<file path="src/rtl/seg7_pkg.sv">
// Shared types, segment constants and helpers for the multiplexed 7-segment display driver.
// Latency: n/a (package only).
// Backpressure: n/a (package only).
package seg7_pkg;

    typedef enum logic {
        ST_IDLE = 1'b0,
        ST_CONV = 1'b1
    } state_t;

    // Segment order is {g,f,e,d,c,b,a}; dp is handled separately as bit 7.
    localparam logic [6:0] SEG_BLANK = 7'h00;
    localparam logic [6:0] SEG_DASH  = 7'h40;

    function automatic logic [6:0] seg7_glyph(input logic [3:0] nibble);
        logic [6:0] g;
        case (nibble)
            4'h0: g = 7'h3F;
            4'h1: g = 7'h06;
            4'h2: g = 7'h5B;
            4'h3: g = 7'h4F;
            4'h4: g = 7'h66;
            4'h5: g = 7'h6D;
            4'h6: g = 7'h7D;
            4'h7: g = 7'h07;
            4'h8: g = 7'h7F;
            4'h9: g = 7'h6F;
            4'hA: g = 7'h77;
            4'hB: g = 7'h7C;
            4'hC: g = 7'h39;
            4'hD: g = 7'h5E;
            4'hE: g = 7'h79;
            default: g = 7'h71;
        endcase
        return g;
    endfunction

    // 10^n, saturating at all-ones so large digit counts never wrap and
    // simply make the decimal overflow compare unreachable.
    function automatic logic [63:0] pow10_sat(input int n);
        logic [63:0] p;
        p = 64'd1;
        for (int i = 0; i < n; i++) begin
            if (p > (64'hFFFF_FFFF_FFFF_FFFF / 64'd10)) begin
                p = 64'hFFFF_FFFF_FFFF_FFFF;
            end else begin
                p = p * 64'd10;
            end
        end
        return p;
    endfunction

endpackage

</file>
<file path="src/rtl/seg7_bin2bcd.sv">
// Sequential double-dabble binary-to-BCD converter, one iteration per cycle.
// Latency: start at edge T -> done high during the cycle ending at edge T+NUM_W; bcd is valid while done=1.
// Backpressure: none; start is only honoured when idle, the caller must hold off while busy.
// Ports: clk/rst (sync active-high), start+bin load, busy, done (combinational, final iteration),
//        bcd = result of the final iteration, DIGITS nibbles, least-significant digit in bits [3:0].
module seg7_bin2bcd
    import seg7_pkg::*;
#(
    parameter int NUM_W  = 10,
    parameter int DIGITS = 3
) (
    input  logic                  clk,
    input  logic                  rst,
    input  logic                  start,
    input  logic [NUM_W-1:0]      bin,
    output logic                  busy,
    output logic                  done,
    output logic [4*DIGITS-1:0]   bcd
);

    localparam int SR_W  = NUM_W + 4 * DIGITS;
    localparam int CNT_W = (NUM_W > 1) ? $clog2(NUM_W) : 1;
    localparam logic [CNT_W-1:0] LAST = CNT_W'(NUM_W - 1);

    logic [SR_W-1:0]  sr_q, sr_d;
    logic [CNT_W-1:0] cnt_q;
    logic             busy_q;

    // One iteration: add 3 to every BCD nibble >= 5, then shift left by one.
    always_comb begin
        logic [SR_W-1:0] adj;
        adj = sr_q;
        for (int k = 0; k < DIGITS; k++) begin
            if (sr_q[NUM_W + 4*k +: 4] >= 4'd5) begin
                adj[NUM_W + 4*k +: 4] = sr_q[NUM_W + 4*k +: 4] + 4'd3;
            end
        end
        sr_d = {adj[SR_W-2:0], 1'b0};
    end

    always_ff @(posedge clk) begin
        if (rst) begin
            sr_q   <= '0;
            cnt_q  <= '0;
            busy_q <= 1'b0;
        end else if (start && !busy_q) begin
            sr_q   <= SR_W'(bin);
            cnt_q  <= '0;
            busy_q <= 1'b1;
        end else if (busy_q) begin
            sr_q  <= sr_d;
            cnt_q <= cnt_q + 1'b1;
            if (cnt_q == LAST) begin
                busy_q <= 1'b0;
            end
        end
    end

    assign busy = busy_q;
    assign done = busy_q && (cnt_q == LAST);
    // Taken from the next-state value so the caller can capture the result on
    // the same edge as the final iteration.
    assign bcd  = sr_d[SR_W-1 -: 4*DIGITS];

endmodule

</file>
<file path="src/rtl/seg7_number_display.sv">
// N-digit multiplexed 7-segment number driver: decimal (double-dabble) or hex, LZ blanking, overflow dashes.
// Latency: decimal load -> new digits after NUM_W cycles, hex after 1 cycle; seg/dig registered, +1 cycle.
// Backpressure: num_valid is accepted only while busy=0; loads during a conversion are dropped, no queueing.
// Ports: clk/rst (sync active-high); num/num_valid/hex_mode/dp load interface; blank_lz live;
//        seg {dp,g..a}, dig one-hot (bit 0 = leftmost digit), busy, overflow.
module seg7_number_display
    import seg7_pkg::*;
#(
    parameter int DIGITS         = 3,
    parameter int NUM_W          = 10,
    parameter int SCAN_DIV       = 50000,
    parameter int SEG_ACTIVE_LOW = 1,
    parameter int DIG_ACTIVE_LOW = 0
) (
    input  logic                clk,
    input  logic                rst,
    input  logic [NUM_W-1:0]    num,
    input  logic                num_valid,
    input  logic                hex_mode,
    input  logic [DIGITS-1:0]   dp,
    input  logic                blank_lz,
    output logic [7:0]          seg,
    output logic [DIGITS-1:0]   dig,
    output logic                busy,
    output logic                overflow
);

    localparam int EXT_W = (NUM_W > 4*DIGITS) ? NUM_W : 4*DIGITS;
    localparam int PS_W  = (SCAN_DIV > 1) ? $clog2(SCAN_DIV) : 1;
    localparam int IDX_W = (DIGITS > 1) ? $clog2(DIGITS) : 1;
    localparam logic [63:0]       DEC_LIMIT = pow10_sat(DIGITS);
    localparam logic [PS_W-1:0]   PS_LAST   = PS_W'(SCAN_DIV - 1);
    localparam logic [IDX_W-1:0]  IDX_LAST  = IDX_W'(DIGITS - 1);
    localparam logic [7:0]        SEG_OFF   = (SEG_ACTIVE_LOW != 0) ? 8'hFF : 8'h00;
    localparam logic [DIGITS-1:0] DIG_OFF   = (DIG_ACTIVE_LOW != 0) ? '1 : '0;

    // ---------------- load / convert control ----------------
    state_t              state_q, state_d;
    logic [NUM_W-1:0]    num_q;
    logic                hex_q;
    logic [DIGITS-1:0]   dp_in_q;

    // Displayed state; index 0 is the leftmost (most-significant) digit.
    logic [3:0]          digit_q [DIGITS];
    logic [3:0]          digit_d [DIGITS];
    logic [DIGITS-1:0]   dp_q;
    logic                ovf_q, ovf_d;
    logic                upd;

    logic                accept;
    logic                conv_busy, conv_done;
    logic [4*DIGITS-1:0] conv_bcd;
    logic [EXT_W-1:0]    num_ext;

    assign accept  = num_valid && (state_q == ST_IDLE);
    assign num_ext = EXT_W'(num_q);

    seg7_bin2bcd #(
        .NUM_W  (NUM_W),
        .DIGITS (DIGITS)
    ) u_bin2bcd (
        .clk   (clk),
        .rst   (rst),
        .start (accept && !hex_mode),
        .bin   (num),
        .busy  (conv_busy),
        .done  (conv_done),
        .bcd   (conv_bcd)
    );

    always_comb begin
        state_d = state_q;
        upd     = 1'b0;
        case (state_q)
            ST_IDLE: begin
                if (accept) begin
                    state_d = ST_CONV;
                end
            end
            ST_CONV: begin
                if (hex_q || conv_done) begin
                    state_d = ST_IDLE;
                    upd     = 1'b1;
                end else if (!conv_busy) begin
                    // Converter idle without a result: never strand the FSM.
                    state_d = ST_IDLE;
                end
            end
            default: state_d = ST_IDLE;
        endcase
    end

    // Candidate display contents, committed only on upd so digits, dp and
    // overflow always change together.
    always_comb begin
        for (int i = 0; i < DIGITS; i++) begin
            digit_d[i] = hex_q ? num_ext[4*(DIGITS-1-i) +: 4]
                               : conv_bcd[4*(DIGITS-1-i) +: 4];
        end
        if (hex_q) begin
            ovf_d = (num_ext >> (4*DIGITS)) != '0;
        end else begin
            ovf_d = (64'(num_q) >= DEC_LIMIT);
        end
    end

    always_ff @(posedge clk) begin
        if (rst) begin
            state_q <= ST_IDLE;
            num_q   <= '0;
            hex_q   <= 1'b0;
            dp_in_q <= '0;
            dp_q    <= '0;
            ovf_q   <= 1'b0;
            for (int i = 0; i < DIGITS; i++) begin
                digit_q[i] <= 4'd0;
            end
        end else begin
            state_q <= state_d;
            if (accept) begin
                num_q   <= num;
                hex_q   <= hex_mode;
                dp_in_q <= dp;
            end
            if (upd) begin
                dp_q  <= dp_in_q;
                ovf_q <= ovf_d;
                for (int i = 0; i < DIGITS; i++) begin
                    digit_q[i] <= digit_d[i];
                end
            end
        end
    end

    // ---------------- scan and segment generation ----------------
    logic [PS_W-1:0]   ps_q;
    logic [IDX_W-1:0]  idx_q;
    logic [7:0]        seg_q, seg_raw;
    logic [DIGITS-1:0] dig_q, dig_raw;
    logic [DIGITS-1:0] blank;

    // A digit is blank when it and everything to its left is zero; the
    // rightmost digit is always shown and dashes take priority.
    always_comb begin
        logic zero_run;
        zero_run = 1'b1;
        for (int i = 0; i < DIGITS; i++) begin
            zero_run = zero_run && (digit_q[i] == 4'd0);
            blank[i] = blank_lz && !ovf_q && zero_run && (i != DIGITS - 1);
        end
    end

    always_comb begin
        seg_raw = {1'b0, SEG_BLANK};
        dig_raw = '0;
        for (int i = 0; i < DIGITS; i++) begin
            if (idx_q == IDX_W'(i)) begin
                dig_raw[i] = 1'b1;
                if (ovf_q) begin
                    seg_raw = {dp_q[i], SEG_DASH};
                end else if (blank[i]) begin
                    seg_raw = {dp_q[i], SEG_BLANK};
                end else begin
                    seg_raw = {dp_q[i], seg7_glyph(digit_q[i])};
                end
            end
        end
    end

    always_ff @(posedge clk) begin
        if (rst) begin
            ps_q  <= '0;
            idx_q <= '0;
            seg_q <= SEG_OFF;
            dig_q <= DIG_OFF;
        end else begin
            if (ps_q == PS_LAST) begin
                ps_q  <= '0;
                idx_q <= (idx_q == IDX_LAST) ? '0 : idx_q + 1'b1;
            end else begin
                ps_q <= ps_q + 1'b1;
            end
            seg_q <= (SEG_ACTIVE_LOW != 0) ? ~seg_raw : seg_raw;
            dig_q <= (DIG_ACTIVE_LOW != 0) ? ~dig_raw : dig_raw;
        end
    end

    assign seg      = seg_q;
    assign dig      = dig_q;
    assign busy     = (state_q == ST_CONV);
    assign overflow = ovf_q;

endmodule

</file>
<file path="config.mk">
export PLATFORM = sky130hd
export DESIGN_NAME = seg7_number_display
export DESIGN_NICKNAME = d
export VERILOG_FILES = /design/src/rtl/seg7_pkg.sv /design/src/rtl/seg7_bin2bcd.sv /design/src/rtl/seg7_number_display.sv
export SDC_FILE = /design/constraint.sdc
export NUM_CORES = 1
export LEC_CHECK = 0
export ABC_AREA = 1
export ABC_CLOCK_PERIOD_IN_PS = 2600
export CORE_ASPECT_RATIO = 0.8
export CORE_MARGIN = 10
export CORE_UTILIZATION = 55
export CTS_CLUSTER_SIZE = 20
export DETAILED_ROUTE_END_ITERATION = 8
export GPL_TIMING_DRIVEN = 1
export PLACE_DENSITY_LB_ADDON = 0.25
export SETUP_SLACK_MARGIN = 0.2
export SLEW_MARGIN = 10
export SYNTH_ARGS = -nofsm -noshare
export SYNTH_HDL_FRONTEND = slang
export SYNTH_SLANG_ARGS = --single-unit
export TNS_END_PERCENT = 5
</file>
<file path="constraint.sdc">
create_clock -name clk -period 2.6 [get_ports clk]
set_input_delay 0.26 -clock clk [delete_from_list [all_inputs] [get_ports clk]]
set_output_delay 0.26 -clock clk [all_outputs]
set_load 0.005 [all_outputs]
</file>
==> qor.txt <==
Simple logic cell fraction of the synthesized area = 28.10%
Most frequent cells in the layout = nand2_1, inv_1, dfxtp_1
Final count of pins violating max slew = 0
Post-Route WL = 10.73 mm
CTS max path bufs = 2
Post-synth top area cell = dfxtp_1
LEAKAGE = 0.002267 uW
Worst Setup Start Kind = flop
Clock Sinks = 87
RSZ-0062 raised after global routing = false
Least-Margin Pin Slew = 576.1 ps
PortBufs = 30
Synth area leaders = dfxtp_1, nand2_1, edfxtp_1, ha_1, inv_1
Max-cap violations = 0
WL per Instance = 13.30 um
Final Skew = 11.74 ps
CTS Hold Bufs = 0
Core footprint = 8446 um^2
DRC Markers = 0
Placer Congestion = 0.9135
Synth warn = 0
Via count = 4262
Die H = 103.1 um
Antenna Cells = 0
Max Fclk = 0.5570 GHz
Critical Path RT = 2590 ps
Max-slew headroom = 61.50%
Asr flop ratio synth = 0%
Vias per cell = 5.281
Crit-path max FO = 15
Worst Hold Class = reg -> reg
Hold Vio Cnt, Final = 0
Pwr Density = 512.3 nW/um^2
Drt first-iter violations = 414
Proportion of synthesized area in mux cells = 0%
Synth unique cells = 36
Clock latency on the worst-skew pair = 350 ps
Worst EP arrival = 1790 ps
Most common cell after layout, fill and taps aside = nand2_1
Top FF cell, synth = dfxtp_1
Root Buffer = clkbuf_8
Total congestion overflow = 0
Largest family of logic cells by synthesized area = simple AND/OR/NAND/NOR gates
Postcts setup bufs = 0
Share of layout cells above drive strength 1 = 7.050%
Sequential area share after synthesis = 39.19%
CTS Buf Count = 9
Syn Nets = 710
Clock-pin slew on the worst setup and hold paths = 90 ps
Period minus WS final = 1795 ps
Number of global-route vias before repair = 4015
Full die area = 12780 um^2
DR pass1 iterations = 5
Share of the synthesized area in the top cell type = 31.60%
Post-CTS resize count = 0
Adder-cell area share of the yosys netlist = 7.111%
Setup TNS = 0 ps
CP Capture Type = flop
Kind of critical path = reg -> reg
Antenna violations before repair = 0
# IOs = 31
Post-synth EDFFs = 12
Final Cycle Share = 69.05%
Largest net degree at the start of global routing = 28
First-pass GRT wire length = 18.44 mm
Cell Rows = 30
Hpwl dp = 8.082 mm
H-tree Lvls = 3
Syn avg cell area = 7.144 um^2
Initial cell density of the core = 56.25%
P&R area growth vs syn = 11.32%
Total Power = 2710 uW
Flops & latches, synth = 87
Number of nets with antenna violations after routing = 0
Fin nets = 735
Total Routing Usage GR = 17.57%
Final setup viols = 0
Cell Area, Synth = 4751 um^2
Mapped Cells = 665
Worst vdd ir = 0.3121 mV
Xor-xnor portion of the synthesized cell area = 1.844%
TritonCTS clock tree = done
Die Wd = 123.9 um
Status = completed
Complex-gate fraction of the synthesized area = 14.09%
-- report_power, final --
| part | total, uW | leakage [uW] | switching, uW | internal, uW |
|---|---|---|---|---|
| Combinational | 355 | 0.00145 | 218 | 137 |
| Clock | 878 | 0.0000826 | 497 | 381 |
| Sequential | 1480 | 0.000738 | 51.9 | 1420 |
-- sequential cells by signal, indices dropped and copies added, names as in the netlist --
register / count
overflow: 1
dp_in_q: 3
seg: 8
digit_q: 12
u_bin2bcd.busy: 1
u_bin2bcd.sr_q: 22
busy: 1
idx_q: 2
hex_q: 1
ps_q: 16
dp_q: 3
u_bin2bcd.cnt_q: 4
num_q: 10
dig: 3
-- final cells by class --
class	count	area (um^2)
fill	783	3157
timing repair buffer	33	322.8
tap	112	140.1
clock inverter	5	40.04
multi-input combinational	465	2430
clock buffer	11	141.4
sequential	87	1862
inverter	94	352.8
-- per-layer routing --
layer  vias to the layer above  global-route usage (%)  share of wire, %
met5                         -                       0                 0
li1                       2187                       -                 -
met4                         0                   5.035               1.3
met1                      1952                   22.40                47
met3                        18                   3.667               4.8
met2                       105                   29.36                47
-- path summary, 6_finish.rpt --
| kind | endpoint | start | depth (start not counted) | slack [ps] |
|---|---|---|---|---|
| worst max-delay path | digit_q[0][10] | u_bin2bcd.cnt_q[0] | 5 | 800 |
| worst min-delay path | ps_q[0] | ps_q[0] | 1 | 450 |
| worst max register to register | digit_q[0][10] | u_bin2bcd.cnt_q[0] | 5 | 800 |
| worst min register to register | ps_q[0] | ps_q[0] | 1 | 450 |
-- metrics by stage --
| step | hold slack, ps | std cells | instance area (um^2) | worst slack [ps] | util (%) |
|---|---|---|---|---|---|
| floorplan | 394.9 | 665 | 4751 | 1088 | - |
| global placement | 427.7 | 791 | 5107 | 596.8 | 60.47 |
| detailed placement | 434.4 | 791 | 5107 | 536.0 | 60.47 |
| CTS | 453.9 | 807 | 5289 | 754.9 | 62.62 |
| global route | 483.0 | 807 | 5289 | 608.9 | 62.62 |
| finish | 449.6 | 807 | 5289 | 804.7 | 62.62 |
-- logic make-up (layout without fill, tap and decap cells) --
kind of cell | Yosys count | in the layout
XOR/XNOR | 10 | 10
flip-flops | 87 | 87
AO/OA/AOI/OAI | 122 | 122
adder cells (fa/ha/maj) | 27 | 27
buffers and inverters | 113 | 143
AND/OR/NAND/NOR | 306 | 306
-- critical path, stage by stage (launching register included) --
cell	delay, ps
dfxtp_1	390
ha_1	200
nand4_2	160
nand2_1	110
nand2_2	110
nand2_1	460
-- Yosys cell counts, types with 2 or more instances --
cell	instances
nand2_1	162
inv_1	83
dfxtp_1	75
nor2_1	65
a21oi_1	49
nand3_1	44
o21ai_0	42
ha_1	27
edfxtp_1	12
o211ai_1	11
inv_2	10
o21ai_1	10
xor2_1	10
buf_2	9
nand4_1	8
nor2_2	6
nor3_1	6
clkbuf_1	5
nand2_2	5
nor2_4	5
buf_6	3
o22ai_1	3
a211oi_1	2
Note: power is estimated with default switching activity, not from simulation.
